$ cat config.mk
export PLATFORM = sky130hd
export DESIGN_NAME = mem_request_arbiter
export DESIGN_NICKNAME = d
export VERILOG_FILES = /design/src/rtl/mem_request_arbiter.sv
export SDC_FILE = /design/constraint.sdc
export NUM_CORES = 1
export LEC_CHECK = 0
export BUFFER_PORTS_ARGS = -buffer_cell sky130_fd_sc_hd__buf_4
export CAP_MARGIN = 0
export CORE_ASPECT_RATIO = 0.5
export CORE_MARGIN = 2
export CORE_UTILIZATION = 50
export DETAILED_ROUTE_END_ITERATION = 10
export PLACE_DENSITY = 0.82
export SETUP_SLACK_MARGIN = 0.05
export SYNTH_ARGS = -nofsm -noshare
export SYNTH_HDL_FRONTEND = slang
export SYNTH_SLANG_ARGS = --single-unit
$ cat constraint.sdc
create_clock -name clk -period 8.4 [get_ports clk]
set_input_delay 1.68 -clock clk [delete_from_list [all_inputs] [get_ports clk]]
set_output_delay 1.68 -clock clk [all_outputs]
set_load 0.05 [all_outputs]
$ cat src/rtl/mem_request_arbiter.sv
// Round-robin arbiter that shares one memory-controller request/return port
// between two requesters (A, B). Every issued transaction is recorded in a
// small outstanding table tagged by address; controller returns are matched
// against that table and routed back to the requester that owns the entry.
module mem_request_arbiter #(
    parameter int ADDR_W          = 16,
    parameter int DATA_W          = 16,
    parameter int MAX_OUTSTANDING = 4
) (
    input  logic              clk,
    input  logic              reset,
    // requester A
    input  logic              a_req_valid,
    input  logic              a_req_we,
    input  logic [ADDR_W-1:0] a_req_addr,
    input  logic [DATA_W-1:0] a_req_data,
    output logic              a_req_ready,
    output logic              a_rd_rsp_valid,
    output logic [ADDR_W-1:0] a_rd_rsp_addr,
    output logic [DATA_W-1:0] a_rd_rsp_data,
    output logic              a_wr_ack_valid,
    output logic [ADDR_W-1:0] a_wr_ack_addr,
    // requester B
    input  logic              b_req_valid,
    input  logic              b_req_we,
    input  logic [ADDR_W-1:0] b_req_addr,
    input  logic [DATA_W-1:0] b_req_data,
    output logic              b_req_ready,
    output logic              b_rd_rsp_valid,
    output logic [ADDR_W-1:0] b_rd_rsp_addr,
    output logic [DATA_W-1:0] b_rd_rsp_data,
    output logic              b_wr_ack_valid,
    output logic [ADDR_W-1:0] b_wr_ack_addr,
    // memory controller
    output logic [ADDR_W-1:0] mc_wr_address,
    output logic              mc_wr_en,
    output logic [DATA_W-1:0] mc_wr_data,
    output logic [ADDR_W-1:0] mc_rd_address,
    output logic              mc_rd_en,
    input  logic [ADDR_W-1:0] mc_wr_ret_address,
    input  logic              mc_wr_ret_ack,
    input  logic [ADDR_W-1:0] mc_rd_ret_address,
    input  logic [DATA_W-1:0] mc_rd_ret_data,
    input  logic              mc_rd_ret_ack,
    // status
    output logic [2:0]        outstanding,
    output logic              err_unmatched
);

    localparam int IDX_W = (MAX_OUTSTANDING > 1) ? $clog2(MAX_OUTSTANDING) : 1;
    localparam logic OWNER_A = 1'b0;
    localparam logic OWNER_B = 1'b1;

    typedef struct packed {
        logic              valid;
        logic [ADDR_W-1:0] addr;
        logic              owner;
        logic              is_write;
    } entry_t;

    entry_t            tbl_q [MAX_OUTSTANDING];
    entry_t            tbl_d [MAX_OUTSTANDING];
    logic [2:0]        count_q, count_d;
    logic              ptr_q;          // requester that wins a tie
    logic              err_q;

    logic              mc_rd_en_q, mc_wr_en_q;
    logic [ADDR_W-1:0] mc_rd_addr_q, mc_wr_addr_q;
    logic [DATA_W-1:0] mc_wr_data_q;

    // index 0 = requester A, index 1 = requester B
    logic [1:0]        rd_valid_q, wr_valid_q;
    logic [ADDR_W-1:0] rd_addr_q [2];
    logic [DATA_W-1:0] rd_data_q [2];
    logic [ADDR_W-1:0] wr_addr_q [2];

    logic              any_free, a_hit, b_hit, a_elig, b_elig;
    logic              grant_a, grant_b, grant;
    logic [IDX_W-1:0]  free_idx, rd_idx, wr_idx;
    logic              rd_match, wr_match;
    logic [1:0]        rd_pulse, wr_pulse;
    logic              sel_we;
    logic [ADDR_W-1:0] sel_addr;
    logic [DATA_W-1:0] sel_data;

    // Eligibility, grant and return matching, all from registered table state.
    always_comb begin
        // NOTE: every signal gets a default before the loop so no path leaves one unassigned (no latches).
        any_free = 1'b0;
        free_idx = '0;
        a_hit    = 1'b0;
        b_hit    = 1'b0;
        rd_match = 1'b0;
        rd_idx   = '0;
        wr_match = 1'b0;
        wr_idx   = '0;
        // Descending scan so the lowest free index is the one left in free_idx.
        for (int i = MAX_OUTSTANDING - 1; i >= 0; i--) begin
            if (!tbl_q[i].valid) begin
                any_free = 1'b1;
                free_idx = IDX_W'(i);
            end else begin
                if (tbl_q[i].addr == a_req_addr) a_hit = 1'b1;
                if (tbl_q[i].addr == b_req_addr) b_hit = 1'b1;
                if (!tbl_q[i].is_write && tbl_q[i].addr == mc_rd_ret_address) begin
                    rd_match = 1'b1;
                    rd_idx   = IDX_W'(i);
                end
                if (tbl_q[i].is_write && tbl_q[i].addr == mc_wr_ret_address) begin
                    wr_match = 1'b1;
                    wr_idx   = IDX_W'(i);
                end
            end
        end

        a_elig  = a_req_valid && any_free && !a_hit;
        b_elig  = b_req_valid && any_free && !b_hit;
        grant_a = a_elig && (!b_elig || ptr_q == OWNER_A);
        grant_b = b_elig && (!a_elig || ptr_q == OWNER_B);
        grant   = grant_a || grant_b;

        sel_we   = grant_b ? b_req_we   : a_req_we;
        sel_addr = grant_b ? b_req_addr : a_req_addr;
        sel_data = grant_b ? b_req_data : a_req_data;

        rd_pulse = 2'b00;
        wr_pulse = 2'b00;
        if (mc_rd_ret_ack && rd_match) rd_pulse[tbl_q[rd_idx].owner] = 1'b1;
        if (mc_wr_ret_ack && wr_match) wr_pulse[tbl_q[wr_idx].owner] = 1'b1;
    end

    // Next table contents: frees and the new allocation land on the same edge.
    always_comb begin
        for (int i = 0; i < MAX_OUTSTANDING; i++) tbl_d[i] = tbl_q[i];
        if (mc_rd_ret_ack && rd_match) tbl_d[rd_idx].valid = 1'b0;
        if (mc_wr_ret_ack && wr_match) tbl_d[wr_idx].valid = 1'b0;
        // A freed entry is valid in tbl_q, so it can never be the allocation target.
        if (grant) begin
            tbl_d[free_idx].valid    = 1'b1;
            tbl_d[free_idx].addr     = sel_addr;
            tbl_d[free_idx].owner    = grant_b;
            tbl_d[free_idx].is_write = sel_we;
        end
        count_d = '0;
        for (int i = 0; i < MAX_OUTSTANDING; i++) count_d = count_d + 3'(tbl_d[i].valid);
    end

    // Table, pointer, controller issue and response registers.
    always_ff @(posedge clk or posedge reset) begin
        if (reset) begin
            // NOTE: the table is a few flops rather than a RAM, so it is reset with everything else.
            for (int i = 0; i < MAX_OUTSTANDING; i++) tbl_q[i] <= '0;
            count_q      <= '0;
            ptr_q        <= OWNER_A;
            err_q        <= 1'b0;
            mc_rd_en_q   <= 1'b0;
            mc_wr_en_q   <= 1'b0;
            mc_rd_addr_q <= '0;
            mc_wr_addr_q <= '0;
            mc_wr_data_q <= '0;
            rd_valid_q   <= 2'b00;
            wr_valid_q   <= 2'b00;
            for (int o = 0; o < 2; o++) begin
                rd_addr_q[o] <= '0;
                rd_data_q[o] <= '0;
                wr_addr_q[o] <= '0;
            end
        end else begin
            // NOTE: non-blocking assignments so every register sees pre-edge values.
            for (int i = 0; i < MAX_OUTSTANDING; i++) tbl_q[i] <= tbl_d[i];
            count_q <= count_d;
            if (grant) ptr_q <= grant_a ? OWNER_B : OWNER_A;
            if ((mc_rd_ret_ack && !rd_match) || (mc_wr_ret_ack && !wr_match)) err_q <= 1'b1;

            mc_rd_en_q <= grant && !sel_we;
            mc_wr_en_q <= grant && sel_we;
            if (grant && !sel_we) mc_rd_addr_q <= sel_addr;
            if (grant && sel_we) begin
                mc_wr_addr_q <= sel_addr;
                mc_wr_data_q <= sel_data;
            end

            rd_valid_q <= rd_pulse;
            wr_valid_q <= wr_pulse;
            for (int o = 0; o < 2; o++) begin
                if (rd_pulse[o]) begin
                    rd_addr_q[o] <= mc_rd_ret_address;
                    rd_data_q[o] <= mc_rd_ret_data;
                end
                if (wr_pulse[o]) wr_addr_q[o] <= mc_wr_ret_address;
            end
        end
    end

    assign a_req_ready    = grant_a;
    assign b_req_ready    = grant_b;
    assign a_rd_rsp_valid = rd_valid_q[0];
    assign a_rd_rsp_addr  = rd_addr_q[0];
    assign a_rd_rsp_data  = rd_data_q[0];
    assign a_wr_ack_valid = wr_valid_q[0];
    assign a_wr_ack_addr  = wr_addr_q[0];
    assign b_rd_rsp_valid = rd_valid_q[1];
    assign b_rd_rsp_addr  = rd_addr_q[1];
    assign b_rd_rsp_data  = rd_data_q[1];
    assign b_wr_ack_valid = wr_valid_q[1];
    assign b_wr_ack_addr  = wr_addr_q[1];
    assign mc_rd_en       = mc_rd_en_q;
    assign mc_rd_address  = mc_rd_addr_q;
    assign mc_wr_en       = mc_wr_en_q;
    assign mc_wr_address  = mc_wr_addr_q;
    assign mc_wr_data     = mc_wr_data_q;
    assign outstanding    = count_q;
    assign err_unmatched  = err_q;

endmodule
Yosys cells after proc, flatten, opt, wreduce, memory -nomap -nowiden

Index checks and enable logic that the tools add are counted.

Add/subtract/negate cells: 3
$mul: 0
Divide/modulo/power cells: 0
$lt $le $gt $ge: 10
Equality and inequality tests: 16
Shift operators: 0
Mux-type cells: 93
Bitwise gates (word level): 4
Reduce and logical (&&, ||, !) cells: 40

Operators with widths:

| kind               | count |
|---|---|
| $bwmux 76          | 6 |
| $eq 16x16->1       | 16 |
| $demux 19 s2       | 6 |
| $mux 76            | 3 |
| $bmux 19 s2        | 2 |
| $mux 19            | 3 |
| $mux 2             | 27 |
| $mux 1             | 41 |
| $mux 16            | 2 |
| $logic_and 1x1->1  | 25 |
| $mux 18            | 1 |
| $logic_not 1->1    | 11 |
| $ge 3x3->1 const B | 3 |
| $lt 3x1->1 const B | 3 |
| $not 2->3          | 3 |
| $logic_or 1x1->1   | 4 |
| $lt 1x2->1 const B | 2 |
| $add 2x1->3        | 1 |
| $add 3x1->3        | 1 |
| $add 1x1->2        | 1 |
| $demux 1 s1        | 2 |
| $ge 1x1->1 const B | 2 |
| $not 1->1          | 1 |

Register bits: 231
Latch bits: 0
Bits in writable memories: 0
Bits in read-only memories: 0
Bits of input ports: 120
Output and inout port bits: 156
Logic and storage cells: 198
Memories: 0

Longest topological paths before layout

Gate-level depths: netlist of the first run.

Depth in word-level cells: 27
Mapped depth: 15
Depth with buffers taken out: 12

Worst setup path after synthesis of the first run

Ideal clock, no wire load.

Path type: input to output
Start point: input port a_req_addr[7]
End point: output port a_req_ready
Arrival: 3,884 ps
Required time: 6,720 ps
Setup slack: 2,836 ps
Stages: 9
Buffers on the path: 2
Cell sequence: clkbuf_1 -> xor2_1 -> or4_1 -> or4b_1 -> nor3_2 -> a31o_2 -> a211o_1 -> buf_2 -> inv_1

Cells in the longest elaborated chain, start to end: 12
Elaborated cells between the ends (all ways): 15
Those cells by class: eq/ne: 4; mux: 8; reduce/logical: 3

RTL lines:

| what                | RTL line | text |
|---|---|---|
| start: declaration  | 15       | `input logic [ADDR_W-1:0] a_req_addr,` |
| $eq 16x16->1        | 103      | `if (tbl_q[i].addr == a_req_addr) a_hit = 1'b1;` |
| $mux 1              | 103      |  |
| $mux 1              | 99       | `if (!tbl_q[i].valid) begin` |
| $mux 1              | 103      |  |
| $mux 1              | 99       |  |
| $mux 1              | 103      |  |
| $mux 1              | 99       |  |
| $mux 1              | 103      |  |
| $mux 1 *            | 99       |  |
| $logic_not 1->1 *   | 116      | `a_elig = a_req_valid && any_free && !a_hit;` |
| $logic_and 1x1->1 * | 116      |  |
| $logic_and 1x1->1 * | 118      | `grant_a = a_elig && (!b_elig \|\| ptr_q == OWNER_A);` |
| end: declaration    | 17       | `output logic a_req_ready,` |

Every way passes the cells marked *; elsewhere a longest branch is shown, timed or not.

Final worst setup path of the first run

Start point: input port a_req_addr[1]
End point: output port a_req_ready

The elaborated chain is that of the path after synthesis.

==> results of run 1 <==
flip-flops by register name, summed over array words and instances, names as in the netlist:
name           count
mc_rd_en           1
b_rd_rsp_addr     16
err_unmatched      1
b_wr_ack_addr     16
mc_wr_address     16
rd_valid_q         2
mc_rd_address     16
b_rd_rsp_data     16
a_rd_rsp_data     16
tbl_q             76
outstanding        3
a_rd_rsp_addr     16
wr_valid_q         2
a_wr_ack_addr     16
mc_wr_en           1
ptr_q              1
mc_wr_data        16
layout make-up:
cell class,count,area share
multi-input cells,793,0.424
clock inverters,11,0.0105
diodes,1,0.000154
repair buffers,286,0.132
well taps,352,0.0271
clock buffers,29,0.0391
inverters,48,0.0115
flip-flops and latches,231,0.355
cells by family after synthesis:
group | synth area share
AOI/OAI and AO/OA | 0.0763
xor gates and xnor gates | 0.165
adders and majority gates | 0.00331
buffers and inverters | 0.0710
DFF | 0.425
muxes | 0.165
and+or+nand+nor | 0.0947
cell usage in the layout, fill, tap and decap left out, types with 6 or more instances in the layout:
cell       synthesis  final
mux2_2           162    162
a211oi_1           7      7
nor2_1            48     48
buf_4              7    286
o21ai_0           10     10
nand4_1           39     39
dfrtp_1          231    231
clkbuf_8           0      6
nand3_1           13     13
a211oi_2          25     25
xnor2_1          144    144
mux2_1            11     11
nand2_1           21     21
clkbuf_16          0     22
inv_1             48     47
or3_1              7      7
xor2_1           112    112
nor3_1            17     16
o32ai_1           34     34
mux2_4            19     19
nor2b_1            7      7
nor4_1            36     36
layer usage:
layer	global-route usage	part of all wire	wire, um
met5	0.0214	0.0015	80
met4	0.0861	0.029	1490
met3	0.116	0.13	6610
met2	0.513	0.40	20800
met1	0.528	0.44	22700
power by group:
part	internal (mW)	total, mW	switching [mW]	leakage, nW
logic	1.06	2.48	1.42	3.99
registers	1.40	2.22	0.825	2.99
clock network	0.636	1.11	0.471	0.391
cells in the mapped netlist (4+ instances only):
| master | n | area [um2] |
|---|---|---|
| a211oi_1 | 7 | 52.6 |
| a211oi_2 | 25 | 313 |
| a21oi_1 | 4 | 20.0 |
| a31oi_1 | 4 | 25.0 |
| and3_1 | 5 | 31.3 |
| buf_1 | 7 | 26.3 |
| buf_2 | 31 | 155 |
| buf_4 | 7 | 52.6 |
| buf_6 | 7 | 78.8 |
| clkbuf_1 | 114 | 428 |
| dfrtp_1 | 231 | 5780 |
| inv_1 | 48 | 180 |
| mux2_1 | 11 | 124 |
| mux2_2 | 162 | 1820 |
| mux2_4 | 19 | 285 |
| nand2_1 | 21 | 78.8 |
| nand3_1 | 13 | 65.1 |
| nand4_1 | 39 | 244 |
| nand4b_1 | 5 | 43.8 |
| nor2_1 | 48 | 180 |
| nor2b_1 | 7 | 43.8 |
| nor3_1 | 17 | 85.1 |
| nor3b_1 | 4 | 30.0 |
| nor4_1 | 36 | 225 |
| o21ai_0 | 10 | 50.1 |
| o32ai_1 | 34 | 298 |
| or3_1 | 7 | 43.8 |
| xnor2_1 | 144 | 1260 |
| xor2_1 | 112 | 981 |
stage by stage:
step	power [mW]	cell area, um2	utilization	cells	setup WS (ns)
6_report	5.81	16300	0.612	1751	2.56
5_1_grt	6.01	16300	0.612	1750	2.46
4_1_cts	5.74	16300	0.612	1750	2.58
3_5_place_dp	4.63	15500	0.581	1710	2.57
3_3_place_gp	4.59	15500	0.581	1710	2.60
2_1_floorplan	3.73	13600	-	1241	0.387
path summary, 6_finish.rpt:
path | startpoint | endpoint | slack [ns] | depth (start not counted)
min | b_rd_rsp_addr[8] | b_rd_rsp_addr[8] | 0.50 | 1
min reg2reg | b_rd_rsp_addr[8] | b_rd_rsp_addr[8] | 0.50 | 1
max | a_req_addr[1] | a_req_ready | 2.56 | 10
max reg2reg | tbl_q[21] | outstanding[1] | 3.74 | 11
max in group asynchronous | reset | ptr_q | 5.76 | 3
min in group asynchronous | reset | a_rd_rsp_data[15] | 1.23 | 2
==> run summary, run 1 <==
=======================================================================================
Remaining antenna violation count after routing                                       0
Total overflow reported by the global router                                          0
Static leakage power                                                            7.36 nW
Number of violations of the max-capacitance limit                                     0
Num ports                                                                           276
Final critical-path share of the clock period                                     0.696
Routed length per instance                                                      29.5 um
Crit-path max FO                                                                     33
Critical Path, Cell by Cell                                                buf_4 > xor2_1 > or4_1 > or4b_1 > nor3_2 > a31o_2 > a211o_1 > buf_4 > inv_1 > buf_4
Sum of net half-perimeters after detailed placement                            38600 um
Sequential cell area                                                        0.00578 mm2
Final net count                                                                    1505
Maximum clock frequency                                                         171 MHz
Power density over cell area                                                 357 mW/mm2
Hold slack                                                                     0.496 ns
Cells after synthesis                                                              1241
Final TNS setup                                                                    0 ns
Number of storage elements in the synthesis netlist                                 231
Largest clock skew in the final design                                        0.0249 ns
Fraction of layout instances using a drive strength above 1                       0.396
Total core area                                                              0.0266 mm2
Drt drc                                                                               0
Sequential-to-total area share from yosys stat                                    0.425
Pin count of the biggest net entering global routing                                 93
Maximum VDD drop                                                               0.250 mV
RSZ-0062 raised after global routing                                              false
Clock tree from TritonCTS                                                         built
# port buffers                                                                      275
Global-route total usage across every layer                                       0.361
Actual transition at the worst max-transition pin                               1.22 ns
Die boundary height                                                              121 um
Post-synthesis instance area                                                 0.0136 mm2
Ys Warns                                                                              0
Hold violation total from the final report                                            0
Fin. max-slew vios                                                                    0
Largest incremental delay on the critical path                                  0.54 ns
Initial Utilization                                                               0.512
Number of antenna violations at the first check in global routing                     1
Distinct cell type count of the synthesized netlist                                  70
Die ar.                                                                      0.0286 mm2
CP Launch Type                                                             primary input
Number of H-tree levels                                                               1
Cts hold-fix bufs                                                                     0
Final GP Congestion                                                               0.960
Number of gates given a new drive strength after cts                                  0
Number of nets in the synthesized netlist                                          1364
Number of sinks handled by clock tree synthesis                                     231
Clock slew at the register clock pins of the worst setup and hold paths         0.07 ns
Final period demand of the worst path                                           5.84 ns
Crit Path Class                                                                  in2out
Drt via density                                                                    6.11
Commonest register cell after synthesis                                         dfrtp_1
Most common cell type on the critical path                                        buf_4
CP delay by family, top                                                    simple AND/OR/NAND/NOR gates
Buf/Inv on CP                                                                         4
Endpoint kind of the worst setup timing path                               primary output
Wire length after detailed routing                                             51700 um
Vias in the first global route                                                    10800
Final setup violating endpoints                                                       0
Later-pin clock latency in the skew report                                      0.55 ns
Width of the die                                                                 237 um
Global-route wire length before repair                                         74200 um
CTS buffer count                                                                     22
Critical Path AT                                                                4.16 ns
Number of buffers added for setup after CTS                                           0
Average instance area after synthesis                                          11.0 um2
Detailed-routing iteration count for the pre-antenna-repair pass                      5
Vias                                                                              10700
Relative max-transition margin                                                    0.183
Multi-input combinational cell area                                         0.00691 mm2
Post-synth ARST share                                                              1.00
Number of enable flip-flop cells after synthesis                                      0
Synth-to-Final Area Change                                                        19.6%
Root Buffer                                                                   clkbuf_16
Number of violations reported at the end of detailed-routing iteration 0           1270
Layout filler cell count                                                           2173
Worst hold-check path type                                                      reg2reg
Standard cell with the maximum stage delay on the critical path                  or4b_1
Outcome                                                                    finished, final reports clean
Clock Path Buffers                                                                    3
Site Rows                                                                            42
Required arrival time at the worst endpoint                                     6.72 ns
=======================================================================================
Power figures use the tool's default switching activity.
==> run 2: changes to the inputs <==
Clock period 8.4 ns to 4.8 ns, I/O delays scaled along.
==> run summary, run 2 (synthesized netlist as in run 1, its figures left out) <==
=======================================================================================
Outcome                                                                    finished, final reports clean
Final critical-path share of the clock period                                     0.949
RSZ-0062 raised after global routing                                              false
Endpoint kind of the worst setup timing path                               primary output
Number of antenna violations at the first check in global routing                     0   -1
Actual transition at the worst max-transition pin                               1.06 ns   -0.159 ns
Static leakage power                                                            7.41 nW   +0.64%
Clock Path Buffers                                                                    3   unchanged
Switching Fraction                                                                0.468   about the same
Detailed-routing iteration count for the pre-antenna-repair pass                      5   unchanged
Largest clock skew in the final design                                        0.0216 ns   -0.00335 ns
Vias                                                                              10800   +0.58%
Later-pin clock latency in the skew report                                      0.55 ns   about the same
CP Launch Type                                                                 register
Antenna Cells                                                                         0   -1
Most frequent cells in the layout                                          294 x buf_4, 231 x dfrtp_1, 162 x mux2_2
Worst hold-check path type                                                      reg2reg
Number of violations of the max-capacitance limit                                     0   unchanged
Sequential Power Share                                                            0.383   about the same
Power density over cell area                                                 618 mW/mm2   +73%
Clock network power share                                                         0.186   -0.005
Cts hold-fix bufs                                                                     0   unchanged
Initial Utilization                                                               0.512   unchanged
Sum of net half-perimeters after detailed placement                            37900 um   -1.9%
Number of gates given a new drive strength after cts                                  0   unchanged
Synth-to-Final Area Change                                                        20.2%
Final GP Congestion                                                                1.02   +6.6%
Number of sinks handled by clock tree synthesis                                     231   unchanged
Site Rows                                                                            42   unchanged
Number of H-tree levels                                                               1   unchanged
Total core area                                                              0.0266 mm2   unchanged
Register containing the most flip-flops in the final layout                       tbl_q
CTS buffer count                                                                     22   unchanged
Wire length after detailed routing                                             50700 um   -1.8%
Relative contribution of combinational cells to total power                       0.431   +0.004
Drt drc                                                                               0   unchanged
Placed cell area                                                             0.0156 mm2   +0.71%
R2r endpoint                                                               outstanding[1]
Final non-filler cell total                                                        1760   +0.51%
Slack of the worst reg-to-reg path                                              0.75 ns   -2.99 ns
Required arrival time at the worst endpoint                                     3.84 ns   -2.88 ns
Die boundary height                                                              121 um   unchanged
Final setup violating endpoints                                                       0   unchanged
Final TNS setup                                                                    0 ns   unchanged
Reg2Reg Launch Point                                                          tbl_q[47]
Crit Path Class                                                                 reg2out
Drt via density                                                                    6.11   about the same
Critical Path AT                                                                3.59 ns   -0.57 ns
Routed length per instance                                                      28.8 um   -2.3%
Die ar.                                                                      0.0286 mm2   unchanged
Post-route cell area                                                         0.0163 mm2   +0.47%
Clock slew at the register clock pins of the worst setup and hold paths         0.07 ns   about the same
Root Buffer                                                                   clkbuf_16
Fraction of layout instances using a drive strength above 1                       0.401   +0.00500
Max FFs per register                                                                 76   unchanged
Setup crit start                                                              tbl_q[47]
Vias in the first global route                                                    10800   -0.056%
Maximum VDD drop                                                               0.325 mV   +30%
Width of the die                                                                 237 um   unchanged
Total power after layout                                                        10.1 mW   +74%
Hold violation total from the final report                                            0   unchanged
# port buffers                                                                      275   unchanged
Layout filler cell count                                                           2118   -2.5%
Number of buffers added for setup after CTS                                           0   unchanged
Setup slack of the critical path after layout                                  0.245 ns   -2.31 ns
Number of violations reported at the end of detailed-routing iteration 0           1391   +9.5%
Relative max-transition margin                                                    0.291   +0.107
Maximum clock frequency                                                         220 MHz
Global-route total usage across every layer                                       0.356   -0.00415
Fin. max-slew vios                                                                    0   unchanged
Global-route wire length before repair                                         74100 um   -0.22%
Leading cell type in the layout, fill and taps excluded                           buf_4
Worst setup path endpoint                                                   b_req_ready
Internal cell power                                                             5.38 mW   +74%
Total overflow reported by the global router                                          0   unchanged
Final period demand of the worst path                                           4.55 ns
Net switching component of the power                                            4.74 mW   +74%
Remaining antenna violation count after routing                                       0   unchanged
Pin count of the biggest net entering global routing                                126   +35%
Final net count                                                                    1516   +0.73%
Num ports                                                                           276   unchanged
Cells after DPL                                                                    1721   +0.64%
Path depth of the worst reg2reg path                                                 12   +1
Pre-CTS setup slack                                                            0.461 ns   -2.11 ns
Crit-path max FO                                                                      8   -76%
Clock tree from TritonCTS                                                         built
=======================================================================================
-- run 2: worst min path at each step --
stage / start / end / slack (ns) / depth (start not counted)
5_1_grt: b_rd_rsp_addr[4] / b_rd_rsp_addr[4] / 0.51 / 1
4_1_cts: b_rd_rsp_addr[4] / b_rd_rsp_addr[4] / 0.50 / 1
3_5_place_dp: b_rd_rsp_addr[4] / b_rd_rsp_addr[4] / 0.49 / 1
2_1_floorplan: tbl_q[38] / tbl_q[38] / 0.49 / 2
6_report: b_rd_rsp_addr[7] / b_rd_rsp_addr[7] / 0.50 / 1
3_3_place_gp: b_rd_rsp_addr[8] / b_rd_rsp_addr[8] / 0.48 / 1
-- run 2: metal layers --
layer	vias up	part of all wire	global-route usage	wire, um
met1	5472	0.44	0.520	22300
li1	4557	-	-	-
met4	2	0.027	0.0861	1360
met5	-	0.0013	0.0178	68
met3	84	0.12	0.113	6030
met2	640	0.41	0.511	21000
-- run 2: area by class of cell --
cell class / count / area, um2 / share of cell area
tap: 352 / 440 / 0.0269
inverter: 48 / 184 / 0.0113
timing repair buffer: 297 / 2270 / 0.139
sequential: 231 / 5780 / 0.354
multi-input combinational: 793 / 6900 / 0.422
clock inverter: 12 / 156 / 0.00957
clock buffer: 27 / 619 / 0.0379
-- run 2: stage by stage --
step           hold slack, ns  utilization
5_1_grt                 0.512        0.615
4_1_cts                 0.501        0.615
3_5_place_dp            0.486        0.586
3_3_place_gp            0.477        0.586
6_report                0.499        0.615
2_1_floorplan           0.490            -
-- run 2: critical path, stage by stage, from the launching register on --
cell	delay (ns)
dfrtp_1	0.71
xor2_1	0.32
nor3_1	0.11
nand4b_1	0.21
o22ai_1	0.13
a311oi_1	0.76
a21o_1	0.47
inv_1	0.11
buf_4	0.21
-- run 2: power groups by stage --
| stage | Combinational, mW | Clock [mW] | Sequential, mW |
|---|---|---|---|
| after detailed placement | 4.31 | 0 | 3.79 |
| after global placement | 4.26 | 0 | 3.78 |
| final | 4.36 | 1.88 | 3.87 |
| after floorplan | 3.22 | 0 | 3.32 |
| after CTS | 4.33 | 1.90 | 3.75 |
| after global routing | 4.67 | 1.98 | 3.83 |
